--- config.mk ---
export PLATFORM = sky130hd
export DESIGN_NAME = result_select_buf
export DESIGN_NICKNAME = d
export VERILOG_FILES = /design/src/rtl/result_select_buf.sv
export SDC_FILE = /design/constraint.sdc
export NUM_CORES = 1
export LEC_CHECK = 0
export ABC_AREA = 1
export CAP_MARGIN = 30
export CORE_MARGIN = 8
export CORE_UTILIZATION = 25
export DETAILED_ROUTE_END_ITERATION = 12
export DONT_BUFFER_PORTS = 1
export MAX_ROUTING_LAYER = met4
export SKIP_CTS_REPAIR_TIMING = 1
export SYNTH_ARGS = -nofsm -noshare
export SYNTH_HDL_FRONTEND = slang
export SYNTH_SLANG_ARGS = --single-unit
--- constraint.sdc ---
create_clock -name clk -period 4.4 [get_ports clk]
set_input_delay 1.1 -clock clk [delete_from_list [all_inputs] [get_ports clk]]
set_output_delay 1.1 -clock clk [all_outputs]
set_load 0.005 [all_outputs]
--- src/rtl/result_select_buf.sv ---
// Arbitrates the add/sub and multiplier result streams into a 2-entry FIFO
// that feeds the register-file write port.
module result_select_buf #(
    parameter int N = 4,
    parameter int W = 8
) (
    input  logic         clk,
    input  logic         rst_n,
    input  logic [N-1:0] as_data,
    input  logic         as_valid,
    output logic         as_ready,
    input  logic [W-1:0] mul_data,
    input  logic         mul_valid,
    output logic         mul_ready,
    input  logic [1:0]   sel_mode,
    input  logic         ext_signed,
    output logic [W-1:0] out_data,
    output logic         out_src,
    output logic         out_valid,
    input  logic         out_ready,
    output logic [1:0]   occupancy
);

    localparam logic [1:0] MODE_AS  = 2'b00;
    localparam logic [1:0] MODE_MUL = 2'b01;
    localparam logic [1:0] MODE_RR  = 2'b10;
    localparam logic [1:0] MODE_PRI = 2'b11;

    function automatic logic [W-1:0] extend(input logic [N-1:0] d, input logic sgn);
        logic signed [N-1:0] sd;
        sd = signed'(d);
        if (sgn)
            return W'(sd);
        else
            return W'(d);
    endfunction

    logic [W-1:0] buf_data_p1 [2];
    logic         buf_src_p1  [2];
    logic         rd_ptr;
    logic         wr_ptr;
    logic [1:0]   count;
    logic         rr_last;

    logic         can_push;
    logic         grant_as;
    logic         grant_mul;
    logic         push;
    logic         pop;
    logic [W-1:0] push_data;
    logic         push_src;

    // Readies depend only on registered occupancy, never on out_ready.
    assign can_push = (count != 2'd2);

    always_comb begin
        grant_as  = 1'b0;
        grant_mul = 1'b0;
        unique case (sel_mode)
            MODE_AS:  grant_as  = 1'b1;
            MODE_MUL: grant_mul = 1'b1;
            MODE_RR: begin
                if (as_valid && mul_valid) begin
                    grant_as  = rr_last;
                    grant_mul = !rr_last;
                end else begin
                    grant_as  = as_valid;
                    grant_mul = mul_valid;
                end
            end
            MODE_PRI: begin
                grant_mul = mul_valid;
                grant_as  = as_valid && !mul_valid;
            end
            default: ;
        endcase
    end

    assign as_ready  = can_push & grant_as;
    assign mul_ready = can_push & grant_mul;

    // Grants are mutually exclusive, so at most one push per cycle.
    always_comb begin
        push      = 1'b0;
        push_src  = 1'b0;
        push_data = '0;
        if (as_valid && as_ready) begin
            push      = 1'b1;
            push_src  = 1'b0;
            push_data = extend(as_data, ext_signed);
        end else if (mul_valid && mul_ready) begin
            push      = 1'b1;
            push_src  = 1'b1;
            push_data = mul_data;
        end
    end

    assign pop = out_valid & out_ready;

    // p1: buffer storage and control state
    always_ff @(posedge clk or negedge rst_n) begin
        if (!rst_n) begin
            for (int i = 0; i < 2; i++) begin
                buf_data_p1[i] <= '0;
                buf_src_p1[i]  <= 1'b0;
            end
            rd_ptr  <= 1'b0;
            wr_ptr  <= 1'b0;
            count   <= 2'd0;
            rr_last <= 1'b1;
        end else begin
            if (push) begin
                buf_data_p1[wr_ptr] <= push_data;
                buf_src_p1[wr_ptr]  <= push_src;
                wr_ptr              <= ~wr_ptr;
                rr_last             <= push_src;
            end
            if (pop)
                rd_ptr <= ~rd_ptr;
            count <= count + {1'b0, push} - {1'b0, pop};
        end
    end

    assign out_data  = buf_data_p1[rd_ptr];
    assign out_src   = buf_src_p1[rd_ptr];
    assign out_valid = (count != 2'd0);
    assign occupancy = count;

endmodule

==> results of run 1 <==
==> critical path, cell delays in order <==
cell	delay (ns)
nand2_1	0.06
nor2_1	0.11
nand2_2	0.09
a21oi_1	0.18
==> cell families after synthesis <==
kind of cell             share of synthesized area
buffers and inverters                       0.0821
adder cells (fa/ha/maj)                    0.00873
AO/OA/AOI/OAI                               0.0148
XOR/XNOR                                    0.0122
flip-flops                                   0.403
AND/OR/NAND/NOR                              0.479
==> state kept, by name, summed over array words and instances, names as in the netlist <==
| signal | cells |
|---|---|
| buf_data_p1 | 16 |
| buf_src_p1 | 2 |
| occupancy | 2 |
| rd_ptr | 1 |
| rr_last | 1 |
| wr_ptr | 1 |
==> synthesized netlist by cell type <==
cell / count
ha_1: 1
nor2_1: 1
buf_12: 1
a21oi_1: 1
clkinv_1: 2
dfrtp_1: 22
or2_2: 1
inv_1: 7
a21oi_4: 1
nand2_1: 70
nand3_2: 2
nand2_4: 3
nand4_1: 13
nand2_8: 2
nand3_1: 18
inv_2: 6
xor2_1: 2
buf_2: 3
dfstp_2: 1
nand3_4: 1
buf_6: 2
nand2_2: 21
clkbuf_1: 1
==> layer usage <==
| metal | vias to the layer above | routed length [um] | GRT usage |
|---|---|---|---|
| met4 | 0 | 33 | 0.0282 |
| met2 | 23 | 1750 | 0.145 |
| met3 | 4 | 163 | 0.0244 |
| met5 | - | 0 | - |
| met1 | 491 | 1560 | 0.113 |
| li1 | 573 | - | - |
==> metrics by stage <==
stage	instance area [um2]	hold WS (ns)	worst slack, ns	instances
final	1510	0.485	1.76	251
after global routing	1510	0.497	1.60	251
after CTS	1510	0.487	1.75	251
after detailed placement	1460	0.471	1.75	247
after global placement	1460	0.471	1.76	247
after floorplan	1430	0.455	1.76	182
==> area by class of cell <==
| cell class | count | area [um2] | share of cell area |
|---|---|---|---|
| multi-input combinational | 137 | 738 | 0.490 |
| sequential | 23 | 577 | 0.383 |
| tap | 72 | 90.1 | 0.0598 |
| inverter | 15 | 56.3 | 0.0373 |
| clock buffer | 3 | 41.3 | 0.0274 |
| clock inverter | 1 | 5.00 | 0.00332 |
==> where the power goes <==
group | internal [mW] | switching, mW
Sequential | 0.314 | 0.107
Clock | 0.0632 | 0.0695
Combinational | 0.126 | 0.240
Total | 0.503 | 0.416
==> worst paths after layout <==
path	end	slack, ns	depth (start not counted)
max in group asynchronous	rr_last	3.71	0
hold reg to reg	rr_last	0.48	2
hold / removal	rr_last	0.48	2
min in group asynchronous	buf_data_p1[4]	0.52	0
setup / recovery	as_ready	1.76	4
setup reg to reg	occupancy[1]	2.24	12
==> run metrics, run 1 <==
Synth cell types=23; worst rel slew slack=0.642; Yosys Warn Count=0; Initial Util=0.260; Final ANT Viol Nets=0; CTS Buffer Depth=2; clk_lat worst skew=about 0.26 ns; worst hold path startpoint=rr_last; Mapped Nets=203; Hold Violations, Final=0; Final nets=about 200; layout cells sized above 1=0.235; cells after synthesis=roughly 180; clk slew on worst S/H paths=0.08 ns; fin crit share=0.599; Post-Syn Area=around 1400 um2; Vert. Die Dim=~92 um; final estimated routing congestion in global placement=between 0.7 and 0.8; fin. max-slew vios=0; # IOs=34; Worst Setup SP=sel_mode[1]; CTS root buffer=clkbuf_8; WP data required=between 3 and 4 ns; CTS tree=built; Syn-to-layout area delta=5.24%; maximum VDD drop=around 0.00024 V; status=complete, no violations; endpoints failing setup=0; most common cell after layout, fill and taps aside=nand2_1; drt initial violations=81; FP Rows=27; DR vias/cell=4.35; global route total overflow=0; final WL=between 3 and 4 mm; DPL Wire Length=2.70 mm; CP Class=primary input to primary output; Clock Skew=roughly 0.0034 ns; Die ar.=between 8000 and 9000 um2; fmax=between 300 and 400 MHz; RSZ-0062 raised after global routing=no; TritonCTS Buffers=3; filler cell count=614; Slew @ Worst Pin=around 0.54 ns; area leader, netlist=dfrtp_1; PD cells=around 610 nW/um2; Synth area leaders=dfrtp_1 38%, nand2_1 18%, nand2_2 9.2%; # clock sinks=23; First-pass DRT Iterations=4; residual DRC count=0; total of max-cap violations=0; CP Data Arrival Time=1.54 ns; Design Power=0.919 mW; Yosys reg bits=23; initial antenna violation count=0; share of the synthesized area in the top cell type=0.384; vias in the first global route=between 1000 and 1500; RR Startpoint=occupancy[1]; DR WL/cell=about 14 um; Ant. Diodes=0; syn_area_per_cell=between 7 and 8 um2; GRT Total Usage=0.0920; commonest cells after routing, fill and taps aside=70 x nand2_1, 22 x dfrtp_1, 21 x nand2_2; Clock H-tree levels=1; Post-Route Utilization=0.274; HP Class=register to register; Lkg Pwr=just over 0.8 nW; Core Area=between 5000 and 6000 um2; chip width=91.7 um; via count=1091; TNS Setup=0 ns; crit start category=primary input; crit-path max FO=2; crit path capture type=primary output; first-pass GRT wire length=6.01 mm; sequential fraction of the synthesis area=0.403; fin crit period=approximately 2.6 ns; IO Port Bufs=0; largest net degree at the start of global routing=24
(Power assumes the default switching activity.)
==> run 2: changes to the inputs <==
clock period = 2.7 ns   (was 4.4 ns; I/O delays follow)
==> run 2 against run 1 <==
  * Die area unchanged
  * Cell area increased by 0.41%
  * Sequential power increased by 57%
  * Register-to-register slack got worse by 1.7 ns
  * Global-route usage about the same
  * Via count increased by 2.3%
  * Clock power increased by 64%
  * Final cell count increased by 0.40%
  * Routed wire length decreased by 0.17%
  * Largest power group unchanged
==> run metrics, run 2 (synthesis gave the netlist of run 1 again) <==
Hold Violations, Final=0; crit path capture type=register; CP Data Arrival Time=about 2.3 ns; most used cell, CP=nand2_1; global route total overflow=0; Top delay family on crit path=simple AND/OR/NAND/NOR gates; RSZ-0062 raised after global routing=no; Initial Util=0.260; DR vias/cell=4.43; DPL Wire Length=2.69 mm; HP Class=primary input to asynchronous set/reset pin; final estimated routing congestion in global placement=about 0.73; crit-path max FO=20; First-pass DRT Iterations=4; first-pass GRT wire length=a little over 6 mm; commonest cells after routing, fill and taps aside=70 x nand2_1, 22 x dfrtp_1, 21 x nand2_2; clock share of power=0.144; switch share=0.450; Final nets=just over 200; initial antenna violation count=0; Design Power=1.52 mW; largest net degree at the start of global routing=24; worst rel slew slack=0.654; residual DRC count=0; worst reg2reg endpoint=occupancy[1]; Clock H-tree levels=1; cell area after placement=roughly 1500 um2; CTS Buffer Depth=2; final WL=3.51 mm; fmax=roughly 460 MHz; design area=~1500 um2; most common cell after layout, fill and taps aside=nand2_1; TNS Setup=0 ns; Slew @ Worst Pin=between 0.5 and 0.6 ns; CTS root buffer=clkbuf_8; Final ANT Viol Nets=0; crit start category=register; RR Startpoint=occupancy[1]; # clock sinks=23; via count=1116; FP Rows=27; Worst path max stage delay=0.44 ns; CTS tree=built; Die ar.=8410 um2; Slowest-stage cell, CP=dfrtp_1; Ant. Diodes=0; vias in the first global route=around 1200; dpl ws=a little over 0.5 ns; reg2reg setup slack=0.54 ns; total of max-cap violations=0; register name with the most flops=buf_data_p1; Clock Skew=approximately 0.0035 ns; clk_lat worst skew=0.27 ns; total placed cells including tap cells=between 200 and 250; GRT Total Usage=0.0923; filler cell count=about 600; max reg flops=16; Post-Layout Cell Count=around 250; chip width=approximately 92 um; Core Area=between 5000 and 6000 um2; fin. max-slew vios=0; PnR worst setup slack=0.538 ns; CP Class=register to register; Lkg Pwr=0.809 nW; status=complete, no violations; # IOs=34; drt initial violations=~110; reg2reg path depth=12; TritonCTS Buffers=3; critical path cell sequence=nand2_1, nand2_1, inv_2, nand3_4, nand2_4, nand2_1, nand2_1, ha_1, xor2_1, inv_1, nand3_1, nand2_1; CP Buf/Inv Count=2; IO Port Bufs=0; endpoints failing setup=0; layout cells sized above 1=0.233; fin crit period=around 2.2 ns; WP data required=2.86 ns; maximum VDD drop=~0.00036 V; Syn-to-layout area delta=5.68%; combinational share of power=0.419; Psw=0.682 mW; fin crit share=0.801; clk slew on worst S/H paths=0.08 ns; Seq pwr share=0.437; Pint=~0.83 mW; Vert. Die Dim=~90 um; DR WL/cell=13.9 um; PD cells=1000 nW/um2
==> run 2: cell count changes in the layout (fill, tap and decap cells not counted), sizes merged <==
cell / delta
buf: +1
clkbuf: +1
clkinv: -1
==> run 2: layout make-up <==
| cell class | instances | area (um2) | area share |
|---|---|---|---|
| Clock buffer | 4 | 45.0 | 0.0298 |
| Inverter | 15 | 56.3 | 0.0372 |
| Multi-Input combinational cell | 137 | 738 | 0.488 |
| Sequential cell | 23 | 577 | 0.381 |
| Tap cell | 72 | 90.1 | 0.0595 |
| Timing Repair Buffer | 1 | 7.51 | 0.00496 |
==> run 2: metal layers <==
layer,track usage,up-vias,routed length (um)
met5,-,-,0
met4,0.0134,0,13
met3,0.0342,3,258
met2,0.150,21,1740
met1,0.109,517,1490
li1,-,575,-
==> run 2: power by group through the flow <==
stage          logic, mW  registers, mW  clock network (mW)
6_report           0.635          0.662               0.218
5_1_grt            0.745          0.690               0.244
4_1_cts            0.656          0.666               0.224
3_5_place_dp       0.652          0.672                   0
3_3_place_gp       0.638          0.666                   0
2_1_floorplan      0.565          0.623                   0
==> run 2: worst reg2reg max path, stage by stage, from the launching register on <==
cell,delay [ns]
dfrtp_1,0.44
nand2_1,0.33
nand2_1,0.14
inv_2,0.14
nand3_4,0.10
nand2_4,0.25
nand2_1,0.08
nand2_1,0.07
ha_1,0.15
xor2_1,0.17
inv_1,0.06
nand3_1,0.07
nand2_1,0.05
==> run 2: worst max path at each step <==
| stage | end | depth (start not counted) | from | slack [ns] |
|---|---|---|---|---|
| 3_5_place_dp | occupancy[1] | 13 | sel_mode[1] | 0.51 |
| 6_report | occupancy[1] | 12 | occupancy[1] | 0.54 |
| 4_1_cts | occupancy[1] | 12 | occupancy[1] | 0.49 |
| 3_3_place_gp | occupancy[1] | 13 | sel_mode[1] | 0.55 |
| 5_1_grt | occupancy[1] | 13 | occupancy[0] | 0.29 |
| 2_1_floorplan | occupancy[1] | 14 | as_valid | 0.60 |
==> run 2: through the flow <==
step	util	hold WS (ns)
after global routing	0.275	0.0694
after global placement	0.267	0.381
final	0.275	0.0911
after floorplan	-	0.379
after CTS	0.275	0.0870
after detailed placement	0.267	0.381
==> run 3: changes to the inputs <==
clock period = 2.24 ns   (was 2.7 ns; I/O delays follow)
==> run 3 against run 2 <==
  * First-iteration DRC count shrank 29%
  * Via count grew 2.1%
  * Power grew 21%
  * Setup slack lost 0.10 ns
  * Sequential share of layout area shrank 0.86 points
  * Critical path depth shrank 2
  * Hold slack is essentially flat
  * Fmax grew 20%
  * Critical endpoint unchanged
  * Largest cell class unchanged
  * Largest power group unchanged
==> run metrics, run 3 (synthesis gave the netlist of run 1 again) <==
status=complete, no violations; WP data required=2.40 ns; register name with the most flops=buf_data_p1; first-pass GRT wire length=between 5 and 6 mm; CP Buf/Inv Count=2; Syn-to-layout area delta=8.12%; Die ar.=about 8400 um2; clk slew on worst S/H paths=approximately 0.080 ns; RR Startpoint=occupancy[1]; fin crit period=about 1.8 ns; CP Data Arrival Time=1.96 ns; GRT Total Usage=0.0871; RSZ-0062 raised after global routing=no; commonest cells after routing, fill and taps aside=70 x nand2_1, 22 x dfrtp_1, 21 x nand2_2; Hold Violations, Final=0; fin crit share=0.806; crit start category=register; global route total overflow=0; crit path capture type=register; Slew @ Worst Pin=~0.52 ns; Initial Util=0.260; DR vias/cell=approximately 4.5; worst reg2reg endpoint=occupancy[1]; CTS tree=built; crit-path max FO=4; CTS root buffer=clkbuf_8; Final nets=roughly 200; Top delay family on crit path=simple AND/OR/NAND/NOR gates; critical path cell sequence=or2_2, nand2_1, inv_1, nand3_1, nand2_1, ha_1, xor2_1, inv_1, nand3_1, nand2_1; Lkg Pwr=about 0.83 nW; HP Class=primary input to asynchronous set/reset pin; maximum VDD drop=between 0.0003 and 0.0004 V; drt initial violations=just under 80; TritonCTS Buffers=3; initial antenna violation count=0; most used cell, CP=nand2_1; max reg flops=16; Clock Skew=approximately 0.003 ns; CTS Buffer Depth=2; DPL Wire Length=approximately 2.7 mm; residual DRC count=0; reg2reg path depth=10; Core Area=5510 um2; chip width=a little over 90 um; TNS Setup=0 ns; Final ANT Viol Nets=0; clk_lat worst skew=~0.27 ns; FP Rows=27; dpl ws=0.397 ns; layout cells sized above 1=0.246; CP Class=register to register; PnR worst setup slack=~0.44 ns; reg2reg setup slack=0.44 ns; Post-Route Utilization=0.281; endpoints failing setup=0; final estimated routing congestion in global placement=0.770; First-pass DRT Iterations=4; total of max-cap violations=0; final WL=between 3 and 4 mm; vias in the first global route=1083; IO Port Bufs=0; DR WL/cell=13.7 um; fin. max-slew vios=0; # clock sinks=23; worst rel slew slack=0.655; most common cell after layout, fill and taps aside=nand2_1; PD cells=about 1200 nW/um2; Clock H-tree levels=1; fmax=roughly 550 MHz; # IOs=34; via count=~1100; Worst path max stage delay=0.45 ns; Slowest-stage cell, CP=dfrtp_1; largest net degree at the start of global routing=24; Vert. Die Dim=slightly above 90 um; Ant. Diodes=0
[run 3: cell types whose count changed in the layout (fill, tap and decap cells not counted), sizes merged]
cell,previous run,this run
buf,1,4
[run 3: layout make-up]
type	count	area (um2)
fillers	595	3960
multi-input cells	137	738
flip-flops and latches	23	577
well taps	72	90.1
inverters	15	56.3
clock buffers	4	45.0
repair buffers	4	42.5
[run 3: power breakdown]
group | internal (mW) | switching, mW | total [mW] | leakage (nW)
Sequential | 0.617 | 0.183 | 0.800 | 0.298
Clock | 0.127 | 0.131 | 0.258 | 0.0228
Combinational | 0.281 | 0.500 | 0.782 | 0.508
[run 3: worst max path at each step]
stage / startpoint / to / slack [ns] / cells after the start
3_5_place_dp: sel_mode[1] / occupancy[1] / 0.40 / 12
5_1_grt: occupancy[1] / occupancy[1] / 0.29 / 10
3_3_place_gp: sel_mode[1] / occupancy[1] / 0.46 / 12
6_report: occupancy[1] / occupancy[1] / 0.44 / 10
4_1_cts: occupancy[1] / occupancy[1] / 0.40 / 10
2_1_floorplan: as_valid / occupancy[1] / 0.25 / 14
[run 3: worst register-to-register path, delay by kind of cell (launching register included)]
family,cells,cell delay [ns]
xor+xnor,1,0.17
fa+ha+maj,1,0.18
buf+inv,2,0.14
flops,1,0.45
simple gates,6,0.77
[run 3: through the flow]
stage	instances	area [um2]	hold WS [ns]	power [mW]
after CTS	254	1530	-0.0340	1.88
final	255	1550	0.0914	1.84
after floorplan	182	1430	0.264	1.43
after detailed placement	250	1480	0.266	1.60
after global routing	255	1550	0.0828	2.03
after global placement	250	1480	0.266	1.59
[run 3: per-layer routing]
metal | wire [um] | GRT usage | vias up
met5 | 0 | - | -
met4 | 51 | 0.0255 | 0
met3 | 269 | 0.0326 | 6
met1 | 1480 | 0.0976 | 514
li1 | - | - | 583
met2 | 1700 | 0.142 | 36
